===== config.mk =====
export PLATFORM = sky130hd
export DESIGN_NAME = des_key_search_top
export DESIGN_NICKNAME = d
export VERILOG_FILES = /design/src/rtl/des_pkg.sv /design/src/rtl/des_round.sv /design/src/rtl/des_key_search_top.sv
export SDC_FILE = /design/constraint.sdc
export NUM_CORES = 1
export LEC_CHECK = 0
export CORE_MARGIN = 4
export CORE_UTILIZATION = 45
export CTS_BUF_LIST = sky130_fd_sc_hd__clkbuf_16
export DETAILED_ROUTE_END_ITERATION = 6
export PLACE_DENSITY_LB_ADDON = 0.1
export SLEW_MARGIN = 20
export SYNTH_ARGS = -nofsm -noshare
export SYNTH_HDL_FRONTEND = slang
export SYNTH_SLANG_ARGS = --single-unit
export TNS_END_PERCENT = 50

===== constraint.sdc =====
create_clock -name clk -period 5.25 [get_ports clk]
set_input_delay 0.7875 -clock clk [delete_from_list [all_inputs] [get_ports clk]]
set_output_delay 0.7875 -clock clk [all_outputs]
set_load 0.02 [all_outputs]

===== src/rtl/des_pkg.sv =====
// des_pkg: DES tables, search FSM states and key/permutation helpers
package des_pkg;
  typedef enum logic [2:0] {IDLE, LOAD, ROUND, CHECK, FOUND, EXHAUSTED} state_t;
  localparam int IP_T [64] = '{58, 50, 42, 34, 26, 18, 10, 2, 60, 52, 44, 36, 28, 20, 12, 4,
                               62, 54, 46, 38, 30, 22, 14, 6, 64, 56, 48, 40, 32, 24, 16, 8,
                               57, 49, 41, 33, 25, 17, 9, 1, 59, 51, 43, 35, 27, 19, 11, 3,
                               61, 53, 45, 37, 29, 21, 13, 5, 63, 55, 47, 39, 31, 23, 15, 7};
  localparam int FP_T [64] = '{40, 8, 48, 16, 56, 24, 64, 32, 39, 7, 47, 15, 55, 23, 63, 31,
                               38, 6, 46, 14, 54, 22, 62, 30, 37, 5, 45, 13, 53, 21, 61, 29,
                               36, 4, 44, 12, 52, 20, 60, 28, 35, 3, 43, 11, 51, 19, 59, 27,
                               34, 2, 42, 10, 50, 18, 58, 26, 33, 1, 41, 9, 49, 17, 57, 25};
  localparam int E_T [48] = '{32, 1, 2, 3, 4, 5, 4, 5, 6, 7, 8, 9, 8, 9, 10, 11,
                              12, 13, 12, 13, 14, 15, 16, 17, 16, 17, 18, 19, 20, 21, 20, 21,
                              22, 23, 24, 25, 24, 25, 26, 27, 28, 29, 28, 29, 30, 31, 32, 1};
  localparam int P_T [32] = '{16, 7, 20, 21, 29, 12, 28, 17, 1, 15, 23, 26, 5, 18, 31, 10,
                              2, 8, 24, 14, 32, 27, 3, 9, 19, 13, 30, 6, 22, 11, 4, 25};
  localparam int PC1_T [56] = '{57, 49, 41, 33, 25, 17, 9, 1, 58, 50, 42, 34, 26, 18,
                                10, 2, 59, 51, 43, 35, 27, 19, 11, 3, 60, 52, 44, 36,
                                63, 55, 47, 39, 31, 23, 15, 7, 62, 54, 46, 38, 30, 22,
                                14, 6, 61, 53, 45, 37, 29, 21, 13, 5, 28, 20, 12, 4};
  localparam int PC2_T [48] = '{14, 17, 11, 24, 1, 5, 3, 28, 15, 6, 21, 10,
                                23, 19, 12, 4, 26, 8, 16, 7, 27, 20, 13, 2,
                                41, 52, 31, 37, 47, 55, 30, 40, 51, 45, 33, 48,
                                44, 49, 39, 56, 34, 53, 46, 42, 50, 36, 29, 32};
  localparam int SHIFT_T [16] = '{1, 1, 2, 2, 2, 2, 2, 2, 1, 2, 2, 2, 2, 2, 2, 1};
  localparam int SBOX_T [8][64] = '{
    '{14, 4, 13, 1, 2, 15, 11, 8, 3, 10, 6, 12, 5, 9, 0, 7,
      0, 15, 7, 4, 14, 2, 13, 1, 10, 6, 12, 11, 9, 5, 3, 8,
      4, 1, 14, 8, 13, 6, 2, 11, 15, 12, 9, 7, 3, 10, 5, 0,
      15, 12, 8, 2, 4, 9, 1, 7, 5, 11, 3, 14, 10, 0, 6, 13},
    '{15, 1, 8, 14, 6, 11, 3, 4, 9, 7, 2, 13, 12, 0, 5, 10,
      3, 13, 4, 7, 15, 2, 8, 14, 12, 0, 1, 10, 6, 9, 11, 5,
      0, 14, 7, 11, 10, 4, 13, 1, 5, 8, 12, 6, 9, 3, 2, 15,
      13, 8, 10, 1, 3, 15, 4, 2, 11, 6, 7, 12, 0, 5, 14, 9},
    '{10, 0, 9, 14, 6, 3, 15, 5, 1, 13, 12, 7, 11, 4, 2, 8,
      13, 7, 0, 9, 3, 4, 6, 10, 2, 8, 5, 14, 12, 11, 15, 1,
      13, 6, 4, 9, 8, 15, 3, 0, 11, 1, 2, 12, 5, 10, 14, 7,
      1, 10, 13, 0, 6, 9, 8, 7, 4, 15, 14, 3, 11, 5, 2, 12},
    '{7, 13, 14, 3, 0, 6, 9, 10, 1, 2, 8, 5, 11, 12, 4, 15,
      13, 8, 11, 5, 6, 15, 0, 3, 4, 7, 2, 12, 1, 10, 14, 9,
      10, 6, 9, 0, 12, 11, 7, 13, 15, 1, 3, 14, 5, 2, 8, 4,
      3, 15, 0, 6, 10, 1, 13, 8, 9, 4, 5, 11, 12, 7, 2, 14},
    '{2, 12, 4, 1, 7, 10, 11, 6, 8, 5, 3, 15, 13, 0, 14, 9,
      14, 11, 2, 12, 4, 7, 13, 1, 5, 0, 15, 10, 3, 9, 8, 6,
      4, 2, 1, 11, 10, 13, 7, 8, 15, 9, 12, 5, 6, 3, 0, 14,
      11, 8, 12, 7, 1, 14, 2, 13, 6, 15, 0, 9, 10, 4, 5, 3},
    '{12, 1, 10, 15, 9, 2, 6, 8, 0, 13, 3, 4, 14, 7, 5, 11,
      10, 15, 4, 2, 7, 12, 9, 5, 6, 1, 13, 14, 0, 11, 3, 8,
      9, 14, 15, 5, 2, 8, 12, 3, 7, 0, 4, 10, 1, 13, 11, 6,
      4, 3, 2, 12, 9, 5, 15, 10, 11, 14, 1, 7, 6, 0, 8, 13},
    '{4, 11, 2, 14, 15, 0, 8, 13, 3, 12, 9, 7, 5, 10, 6, 1,
      13, 0, 11, 7, 4, 9, 1, 10, 14, 3, 5, 12, 2, 15, 8, 6,
      1, 4, 11, 13, 12, 3, 7, 14, 10, 15, 6, 8, 0, 5, 9, 2,
      6, 11, 13, 8, 1, 4, 10, 7, 9, 5, 0, 15, 14, 2, 3, 12},
    '{13, 2, 8, 4, 6, 15, 11, 1, 10, 9, 3, 14, 5, 0, 12, 7,
      1, 15, 13, 8, 10, 3, 7, 4, 12, 5, 6, 11, 0, 14, 9, 2,
      7, 11, 4, 1, 9, 12, 14, 2, 0, 6, 10, 13, 15, 3, 5, 8,
      2, 1, 14, 7, 4, 10, 8, 13, 15, 12, 9, 0, 3, 5, 6, 11}};
  // Tables number bits 1..N from the MSB, hence the W - T[i] indexing below.
  function automatic logic [63:0] perm_ip(input logic [63:0] x);
    logic [63:0] y;
    for (int i = 0; i < 64; i++) y[63-i] = x[64-IP_T[i]];
    return y;
  endfunction
  function automatic logic [63:0] perm_fp(input logic [63:0] x);
    logic [63:0] y;
    for (int i = 0; i < 64; i++) y[63-i] = x[64-FP_T[i]];
    return y;
  endfunction
  function automatic logic [47:0] perm_e(input logic [31:0] x);
    logic [47:0] y;
    for (int i = 0; i < 48; i++) y[47-i] = x[32-E_T[i]];
    return y;
  endfunction
  function automatic logic [31:0] perm_p(input logic [31:0] x);
    logic [31:0] y;
    for (int i = 0; i < 32; i++) y[31-i] = x[32-P_T[i]];
    return y;
  endfunction
  function automatic logic [55:0] perm_pc1(input logic [63:0] x);
    logic [55:0] y;
    for (int i = 0; i < 56; i++) y[55-i] = x[64-PC1_T[i]];
    return y;
  endfunction
  function automatic logic [47:0] perm_pc2(input logic [55:0] x);
    logic [47:0] y;
    for (int i = 0; i < 48; i++) y[47-i] = x[56-PC2_T[i]];
    return y;
  endfunction
  // Each 6-bit group picks row {b1,b6} and column b2..b5 of its S-box.
  function automatic logic [31:0] sbox(input logic [47:0] x);
    logic [31:0] y;
    logic [5:0] b;
    for (int j = 0; j < 8; j++) begin
      b = x[47-6*j -: 6];
      y[31-4*j -: 4] = 4'(SBOX_T[j][{b[5], b[0], b[4:1]}]);
    end
    return y;
  endfunction
  // C occupies cd[55:28], D cd[27:0]; both halves rotate left independently.
  function automatic logic [55:0] rotate_cd(input logic [55:0] cd, input int n);
    return n == 2 ? {cd[53:28], cd[55:54], cd[25:0], cd[27:26]}
                  : {cd[54:28], cd[55], cd[26:0], cd[27]};
  endfunction
  // Seven key bits per byte in the upper positions, odd parity in bit 0.
  function automatic logic [63:0] expand_key(input logic [55:0] c);
    logic [63:0] k;
    for (int i = 0; i < 8; i++) begin
      k[8*i+1 +: 7] = c[7*i +: 7];
      k[8*i] = ~^c[7*i +: 7];
    end
    return k;
  endfunction
endpackage


===== src/rtl/des_round.sv =====
// des_round: one combinational DES Feistel round
module des_round
  import des_pkg::*;
(
  input  logic [31:0] l,
  input  logic [31:0] r,
  input  logic [47:0] subkey,
  output logic [31:0] l_next,
  output logic [31:0] r_next
);
  assign l_next = r;
  assign r_next = l ^ perm_p(sbox(perm_e(r) ^ subkey));
endmodule


===== src/rtl/des_key_search_top.sv =====
// des_key_search_top: brute-force DES known-plaintext key search, one round per clock
module des_key_search_top
  import des_pkg::*;
(
  input  logic        clk,
  input  logic        reset,
  input  logic        Start,
  input  logic [63:0] plaintext,
  input  logic [63:0] ciphertext,
  output logic [55:0] count,
  output logic [63:0] Key,
  output logic        keyFound
);
  state_t state, state_next;
  logic [31:0] l, r, l_next, r_next;
  logic [55:0] cd, cd_shift;
  logic [47:0] subkey;
  logic [3:0] round;
  logic match;
  assign Key = expand_key(count);
  assign cd_shift = rotate_cd(cd, SHIFT_T[round]);
  assign subkey = perm_pc2(cd_shift);
  assign match = perm_fp({r, l}) == ciphertext;
  assign keyFound = state == FOUND;
  des_round u_round (.l(l), .r(r), .subkey(subkey), .l_next(l_next), .r_next(r_next));
  // Search sequencing: load, 16 rounds, check, then next key or terminal state
  always_comb begin
    state_next = state;
    case (state)
      IDLE:    state_next = Start ? LOAD : IDLE;
      LOAD:    state_next = ROUND;
      ROUND:   state_next = round == 4'd15 ? CHECK : ROUND;
      CHECK:   state_next = match ? FOUND : count == '1 ? EXHAUSTED : LOAD;
      default: state_next = state;
    endcase
  end
  // State register
  always_ff @(posedge clk or negedge reset)
    if (!reset) state <= IDLE;
    else state <= state_next;
  // Datapath: block load, round iteration and key counter advance
  always_ff @(posedge clk or negedge reset)
    if (!reset) begin
      count <= '0;
      l <= '0;
      r <= '0;
      cd <= '0;
      round <= '0;
    end else begin
      if (state == LOAD) begin
        {l, r} <= perm_ip(plaintext);
        cd <= perm_pc1(Key);
        round <= '0;
      end
      if (state == ROUND) begin
        l <= l_next;
        r <= r_next;
        cd <= cd_shift;
        round <= round + 4'd1;
      end
      if (state == CHECK && !match && count != '1) count <= count + 56'd1;
    end
endmodule


# Word level (Yosys, flattened, before mapping)
# Memory sizes are Yosys's and may differ from the RTL's.
# Index checks and enable logic that the tools add are counted.
[word_totals]
out_inout_bits = 121
rom_bits = 16896
word_cells = 92
reg_bits = 183
input_bits = 131
mem_count = 9
[memory_table]
columns = ["memory", "words", "word_bits", "rd", "rd_clocked_by_memory_dff", "wr", "line", "rtl"]
rows = [
  ["(name not given)", 64, 32, 1, 0, 0, "des_pkg.sv:96", "y[31-4*j -: 4] = 4'(SBOX_T[j][{b[5], b[0], b[4:1]}]);"],
  ["(name not given)", 64, 32, 1, 0, 0, "des_pkg.sv:96", ""],
  ["(name not given)", 64, 32, 1, 0, 0, "des_pkg.sv:96", ""],
  ["(name not given)", 64, 32, 1, 0, 0, "des_pkg.sv:96", ""],
  ["(name not given)", 64, 32, 1, 0, 0, "des_pkg.sv:96", ""],
  ["(name not given)", 64, 32, 1, 0, 0, "des_pkg.sv:96", ""],
  ["3 more memories", "-", "-", "-", "-", "-", "-", ""],
]
[op_classes]
n_addsub = 2
bitwise = 11
muxes = 32
n_reduce_logical = 14
n_eq_ne = 9
magnitude_cmp = 9
[ops]
columns = ["cell", "n"]
rows = [
  ["$mux W32", 6],
  ["$mux W56", 3],
  ["$mux W4", 18],
  ["$eq A64 B64 Y1", 1],
  ["$add A56 B1 Y56 const B", 1],
  ["$eq A56 B56 Y1 const B", 1],
  ["$ge A7 B7 Y1 const B", 8],
  ["$ne A56 B56 Y1 const B", 1],
  ["$not A6 Y7", 8],
  ["$reduce_xnor A7 Y1", 8],
  ["$xor A48 B48 Y48", 1],
  ["$eq A32 B3 Y1 const B", 1],
  ["$xor A32 B32 Y32", 1],
  ["$pmux W3 S4", 1],
  ["$eq A3 B2 Y1 const B", 2],
  ["$mux W3", 2],
  ["$ge A5 B5 Y1 const B", 1],
  ["$not A4 Y5", 1],
  ["$add A4 B1 Y4 const B", 1],
  ["$eq A4 B4 Y1 const B", 1],
  ["$reduce_bool A4 Y1", 1],
  ["$eq A3 B1 Y1 const B", 1],
  ["$eq A3 B3 Y1 const B", 1],
  ["$logic_not A3 Y1", 1],
  ["other kinds (4)", 6],
]

# Depth between registers and ports, before layout
# Gate-level depths: netlist of run 1.
[depth]
word_depth = 13
ltp_mapped = 17
ltp_nobuf = 15

# Hierarchy
# From an unflattened synthesis of run 1, not the netlist that was laid out.
[hier_totals]
hier_cells = 1927
hier_area_um2 = 16288.1
[by_module_without_submodules]
columns = ["mod", "seq_area_each_um2", "cells_per_inst", "instances", "area_per_inst_um2"]
rows = [
  ["des_key_search_top", 4579.4, 1170, 1, 10605.2],
  ["des_round", 0.0, 757, 1, 5683.0],
]

# Worst setup path before layout of run 1
# OpenSTA, ideal clock, no wires.
[synth_timing]
path_type = "reg-to-reg"
startpoint = "register round[1]"
endpoint = "register r[0]"
stages_incl_launch_ff = 18
t_arrival_ps = 3838
path_slack_ps = 1271
setup_ps = 141
path_buffers = 2
path_cell_list = "dfrtp_1 -> inv_1 -> ha_1 -> mux2_4 -> a21oi_4 -> buf_12 -> buf_6 -> mux2i_1 -> xor2_1 -> inv_1 -> ha_1 -> inv_1 -> mux2i_1 -> mux2i_1 -> and2_1 -> or3_1 -> nand2_1 -> a211oi_1"
[synth_via]
elab_chain_len = 13
[synth_lines]
columns = ["item", "line", "rtl"]
rows = [
  ["start, declared", "des_key_search_top.sv:18", "logic [3:0] round;"],
  ["start signal, assigned", "des_key_search_top.sv:59", "round <= round + 4'd1;"],
  ["$not A4 Y5 (not written as such)", "des_key_search_top.sv:21", "assign cd_shift = rotate_cd(cd, SHIFT_T[round]);"],
  ["$mem_v2 Z16 W32", "-", ""],
  ["$mux W32 (not written as such) (2 in a row)", "des_key_search_top.sv:21", ""],
  ["$eq A32 B3 Y1", "des_pkg.sv:102", "return n == 2 ? {cd[53:28], cd[55:54], cd[25:0], cd[27:26]}"],
  ["$mux W56", "des_pkg.sv:102", ""],
  ["$xor A48 B48 Y48", "des_round.sv:12", "assign r_next = l ^ perm_p(sbox(perm_e(r) ^ subkey));"],
  ["$not A6 Y7 (not written as such)", "des_pkg.sv:96", ""],
  ["$mem_v2 Z64 W32", "-", ""],
  ["$mux W4 (not written as such) (2 in a row)", "des_pkg.sv:96", ""],
  ["$xor A32 B32 Y32", "des_round.sv:12", ""],
  ["$mux W32", "des_key_search_top.sv:55", "if (state == ROUND) begin"],
  ["end signal, assigned", "des_key_search_top.sv:51", "{l, r} <= perm_ip(plaintext);"],
  ["end signal, assigned", "des_key_search_top.sv:57", "r <= r_next;"],
  ["end, declared", "des_key_search_top.sv:15", "logic [31:0] l, r, l_next, r_next;"],
]
# No other way between the ends. The select of a mux whose other input is x is not followed.
# A chain may end at the register's enable or synchronous reset.

# Worst setup path in the final report of run 1
[layout_timing]
startpoint = "register round[1]"
endpoint = "register r[18]"
# The elaborated chain is that of the path after synthesis.

==> results of run 1 <==
layer usage:
layer	track usage	share of wire
met5	0	0
met1	0.417	0.46
met3	0.0447	0.056
met4	0.0583	0.018
met2	0.449	0.47
registers in the layout, indices dropped and copies added, names as in the netlist:
signal	flops
cd	56
count	56
l	32
r	32
round	4
state	3
power by group through the flow:
stage	Combinational, uW	Clock [uW]	Sequential [uW]
2_1_floorplan	4790	0	1970
3_3_place_gp	5820	0	2410
3_5_place_dp	5900	0	2410
4_1_cts	5930	1340	2380
5_1_grt	6630	1400	2410
6_report	6000	1320	2380
placed cells by master, fill, tap and decap left out, drive strengths merged, types with 29 or more instances in the layout:
cell,n
nand4,29
a21oi,59
nor3,34
a211oi,48
nor2,89
nand3,51
ha,88
o21ai,129
buf,38
clkdlybuf4s50,250
dfrtp,183
a22oi,53
inv,39
xnor2,197
mux2i,144
nand2,148
xor2,67
layout make-up:
type,count,area (sq um)
Clock buffer,17,425
Clock inverter,15,164
Fill cell,3343,16300
Inverter,34,128
Multi-Input combinational cell,1404,10500
Sequential cell,183,4580
Tap cell,461,577
Timing Repair Buffer,289,2830
kinds of logic after synthesis:
family,count (synthesis)
adder cells (fa/ha/maj),88
AND/OR/NAND/NOR,447
flip-flops,183
buffers and inverters,202
XOR/XNOR,264
AO/OA/AOI/OAI,443
multiplexers,162
through the flow:
step            util  power (uW)  hold slack, ps  std cells  setup WS [ps]
6_report       0.541        9700             425       2403            550
5_1_grt        0.541       10400             486       2403            262
4_1_cts        0.541        9650             457       2403            594
3_5_place_dp   0.524        8310             518       2371            629
3_3_place_gp   0.524        8230             516       2371            651
2_1_floorplan      -        6760             492       1789           1270
worst max-delay path by stage:
| stage | startpoint | slack [ps] | end | cells past startpoint |
|---|---|---|---|---|
| 6_report | round[1] | 550 | r[18] | 13 |
| 4_1_cts | round[1] | 590 | r[18] | 13 |
| 2_1_floorplan | round[1] | 1270 | r[0] | 17 |
| 5_1_grt | round[1] | 260 | r[18] | 14 |
| 3_5_place_dp | round[1] | 630 | r[18] | 13 |
| 3_3_place_gp | round[1] | 650 | r[18] | 14 |
critical path, delay by kind of cell, from the launching register on:
| family | cells | cell delay (ps) |
|---|---|---|
| AOI/OAI and AO/OA | 3 | 920 |
| xor gates and xnor gates | 1 | 800 |
| adders and majority gates | 2 | 600 |
| buffers and inverters | 1 | 280 |
| DFF | 1 | 460 |
| muxes | 2 | 570 |
| and+or+nand+nor | 4 | 950 |
==> impl_metrics.json, run 1 <==
{
  "max_freq_ghz": 0.213,
  "dpl-instance-area_sq_mm": 0.0186,
  "die_area_sq_mm": 0.0389,
  "cts_resized": 0,
  "die_h_um": 197,
  "postCtsSetupBuffers": 0,
  "leakagePower_uw": 0.00791,
  "cts_made_buffers": 17,
  "period_share": 0.895,
  "start_util": 0.454,
  "combPwrFrac": 0.618,
  "synth_top_family_by_area": "compound AO/OA/AOI/OAI gates",
  "final_area_sq_mm": 0.0192,
  "endpoint_kind": "register",
  "synthMuxAreaShare": 0.108,
  "maxSlewHeadroom": 0.277,
  "track_usage": 0.285,
  "drv_cap": 0,
  "n_antenna_cell": 0,
  "crit_top_cell": "ha_1",
  "reg2reg_slack_ps": 550,
  "setup_tns_ps": 0,
  "synth.ff_latch_count": 183,
  "row_count": 69,
  "h-tree-depth": 4,
  "ant_nets": 0,
  "async_flop_share": 1.00,
  "hold_class": "input pin to asynchronous set/reset pin",
  "ys_warn_count": 0,
  "min_period_ps": 4700,
  "setup_violations": 0,
  "cts_tree": "built",
  "pwr-share-clk": 0.136,
  "synth_top_area_frac": 0.284,
  "crit_fanout": 14,
  "syn_avg_cell_area_sq_um": 9.01,
  "rr_endpoint": "r[18]",
  "fin_nets": 2148,
  "clk_pin_slew_ps": 80,
  "via_per_inst": 5.97,
  "wire_per_inst_um": 23.7,
  "startpoint_type": "register",
  "clock_latency_ps": 450,
  "grt-ovfl-total": 0,
  "r2r_cells": 13,
  "die_w_um": 197,
  "antenna_found_initial": 1,
  "ys_seq_area_frac": 0.284,
  "synth_xor_xnor_area_share": 0.157,
  "syn_nets": 2008,
  "r2r_start": "round[1]",
  "drt_iter0_drc": 1360,
  "syn_inst": 1789,
  "first_pass_iters": 5,
  "synth_top_cell_by_area": "dfrtp_1",
  "syn_to_final_growth_pct": 19.1,
  "dp_hpwl_um": 43100,
  "synth-simple-area-share": 0.132,
  "layout-drive-gt1-share": 0.0762,
  "switching_share": 0.488,
  "final_max_slew_viol_count": 0,
  "port_buffers": 251,
  "internal_power_uw": 4970,
  "routed_wl_um": 56900,
  "cts_buffer_depth": 2,
  "synth_area_leaders": "dfrtp_1, xnor2_1, mux2i_1",
  "io-pin-count": 252,
  "max_stage_delay_ps": 800,
  "cp_slowest_cell": "xnor2_1",
  "required_ps": 5590,
  "p_per_area_mw_per_mm2": 505,
  "worst-setup-path-type": "register to register",
  "synthAdderAreaFrac": 0.0683,
  "synth_ff_type": "dfrtp_1",
  "vdd_ir_drop_max_uv": 345,
  "cts_root_buffer": "clkbuf_16",
  "dr_total_vias": 14340,
  "grt_pass1_wl_um": 85800,
  "cp.arrival_ps": 5050,
  "cts_hold_buf": 0,
  "numClockSinks": 183,
  "synth_compound_area_frac": 0.184,
  "ys_types": 76,
  "synthTopCellsByCount": "dfrtp_1, xnor2_1, nand2_1",
  "worst_pin_slew_ps": 1080,
  "synth.most_common_cell": "dfrtp_1",
  "place_congestion": 0.908,
  "clock_skew_ps": 13.1,
  "path_cells": "ha_1 > mux2_4 > a21oi_4 > mux2i_1 > xnor2_1 > inv_2 > ha_1 > nor3_1 > a2111oi_0 > a221oi_1 > nor2_1 > or4_1 > and3_1",
  "p_sw_uw": 4730,
  "sequentialPowerShare": 0.246,
  "drt_drc_violations_left": 0,
  "synth-edff-count": 0,
  "hold_viol_final": 0,
  "grt_pass1_vias": 13601,
  "status": "finished, final reports clean",
  "core_sq_mm": 0.0355,
  "grt_max_degree": 100,
  "syn_area_sq_mm": 0.0161,
  "rsz0062_at_grt": "false"
}
Note: power is estimated with default switching activity, not from simulation.
==> run 2, diff against run 1 <==
Settings changed: CTS_BUF_LIST sky130_fd_sc_hd__clkbuf_16 to sky130_fd_sc_hd__clkbuf_4.
==> run 2 against run 1 <==
Fmax decreased by 1.3%. Critical path depth unchanged. Routed wire length about the same. Clock skew increased by 21 ps. Count of clock-buffer cells in the layout increased by 1. Critical path type unchanged. Critical endpoint is now r[7].
==> impl_metrics.json, run 2 (synthesized netlist as in run 1, its figures left out) <==
{
  "cts_made_buffers": 17,
  "setup_violations": 0,
  "dpl-instance-area_sq_mm": 0.0186,
  "startpoint_type": "register",
  "numClockSinks": 183,
  "via_per_inst": 5.95,
  "leakagePower_uw": 0.00778,
  "rsz0062_at_grt": "false",
  "start_util": 0.454,
  "grt_max_degree": 100,
  "crit_buf_inv": 1,
  "cp_slowest_cell": "xnor2_1",
  "cp.arrival_ps": 5270,
  "max_stage_delay_ps": 810,
  "hold_slack_ps": 214,
  "final_common_cell": "clkdlybuf4s50_1",
  "maxSlewHeadroom": 0.288,
  "cts_root_buffer": "clkbuf_4",
  "crit_fanout": 14,
  "track_usage": 0.284,
  "layout_common_cells": "clkdlybuf4s50_1, dfrtp_1, xnor2_1",
  "clk_pin_slew_ps": 180,
  "setup_tns_ps": 0,
  "cts_hold_buf": 0,
  "die_area_sq_mm": 0.0389,
  "cts_buffer_depth": 2,
  "drv_cap": 0,
  "vdd_ir_drop_max_uv": 348,
  "p_per_area_mw_per_mm2": 488,
  "io-pin-count": 252,
  "cts_tree": "built",
  "drt_iter0_drc": 1377,
  "layout-drive-gt1-share": 0.0767,
  "first_pass_iters": 5,
  "ant_nets": 0,
  "h-tree-depth": 4,
  "fillers": 3376,
  "reg.largest.list": "cd x56, count x56",
  "place_congestion": 0.908,
  "die_w_um": 197,
  "worst_pin_slew_ps": 1060,
  "fin_nets": 2148,
  "port_buffers": 251,
  "status": "finished, final reports clean",
  "endpoint_kind": "register",
  "max_freq_ghz": 0.210,
  "die_h_um": 197,
  "hold_class": "input pin to asynchronous set/reset pin",
  "cp_top_family": "compound AO/OA/AOI/OAI gates",
  "row_count": 69,
  "drt_drc_violations_left": 0,
  "core_sq_mm": 0.0355,
  "dp_hpwl_um": 43100,
  "path_cells": "ha_1 > mux2_4 > a21oi_4 > mux2i_1 > xnor2_1 > inv_2 > ha_1 > nor3_1 > a211o_1 > a21oi_1 > o32ai_1 > xor2_1 > a21oi_1",
  "cts_resized": 0,
  "hold_viol_final": 0,
  "period_share": 0.907,
  "multi_input_area_sq_mm": 0.0105,
  "required_ps": 5760,
  "clock_skew_ps": 34.4,
  "final_max_slew_viol_count": 0,
  "syn_to_final_growth_pct": 17.3,
  "min_period_ps": 4760,
  "postCtsSetupBuffers": 0,
  "wire_per_inst_um": 23.6,
  "clock_latency_ps": 660,
  "routed_wl_um": 56900,
  "grt_pass1_vias": 13592,
  "dr_total_vias": 14321,
  "final_area_sq_mm": 0.0189,
  "regArea_sq_mm": 0.00458,
  "grt_pass1_wl_um": 85700,
  "grt-ovfl-total": 0,
  "antenna_found_initial": 3,
  "worst-setup-path-type": "register to register"
}
run 2: through the flow:
| stage | util | std cells | power (uW) | setup slack, ps |
|---|---|---|---|---|
| after CTS | 0.533 | 2403 | 9180 | 578 |
| final | 0.533 | 2405 | 9230 | 489 |
| after detailed placement | 0.524 | 2371 | 8310 | 629 |
| after floorplan | - | 1789 | 6760 | 1270 |
| after global placement | 0.524 | 2371 | 8230 | 651 |
| after global routing | 0.533 | 2405 | 9960 | 244 |
run 2: layer usage:
metal / track usage / routed length (um) / vias to the layer above
met2: 0.448 / 26600 / 443
met5: 0 / 0 / -
met4: 0.0586 / 1030 / 0
met3: 0.0428 / 3050 / 45
met1: 0.417 / 26200 / 7140
li1: - / - / 6693
run 2: final timing paths:
path	from	end	slack, ps	cells past startpoint
max	round[1]	r[7]	490	13
min	reset	count[43]	210	1
max reg2reg	round[1]	r[7]	490	13
min reg2reg	cd[36]	cd[36]	560	2
max in group asynchronous	reset	r[27]	3820	2
min in group clk	cd[36]	cd[36]	560	2
run 2: report_power, final:
part	leakage, uW	switching (uW)	internal (uW)
Combinational	0.00524	3360	2640
Sequential	0.00238	694	1690
Clock	0.000156	621	224
run 2: layout make-up:
| cell class | count | area share |
|---|---|---|
| Sequential cell | 183 | 0.242 |
| Antenna cell | 2 | 0.000265 |
| Inverter | 34 | 0.00675 |
| Tap cell | 461 | 0.0305 |
| Multi-Input combinational cell | 1404 | 0.555 |
| Clock inverter | 14 | 0.00847 |
| Clock buffer | 18 | 0.00715 |
| Timing Repair Buffer | 289 | 0.150 |
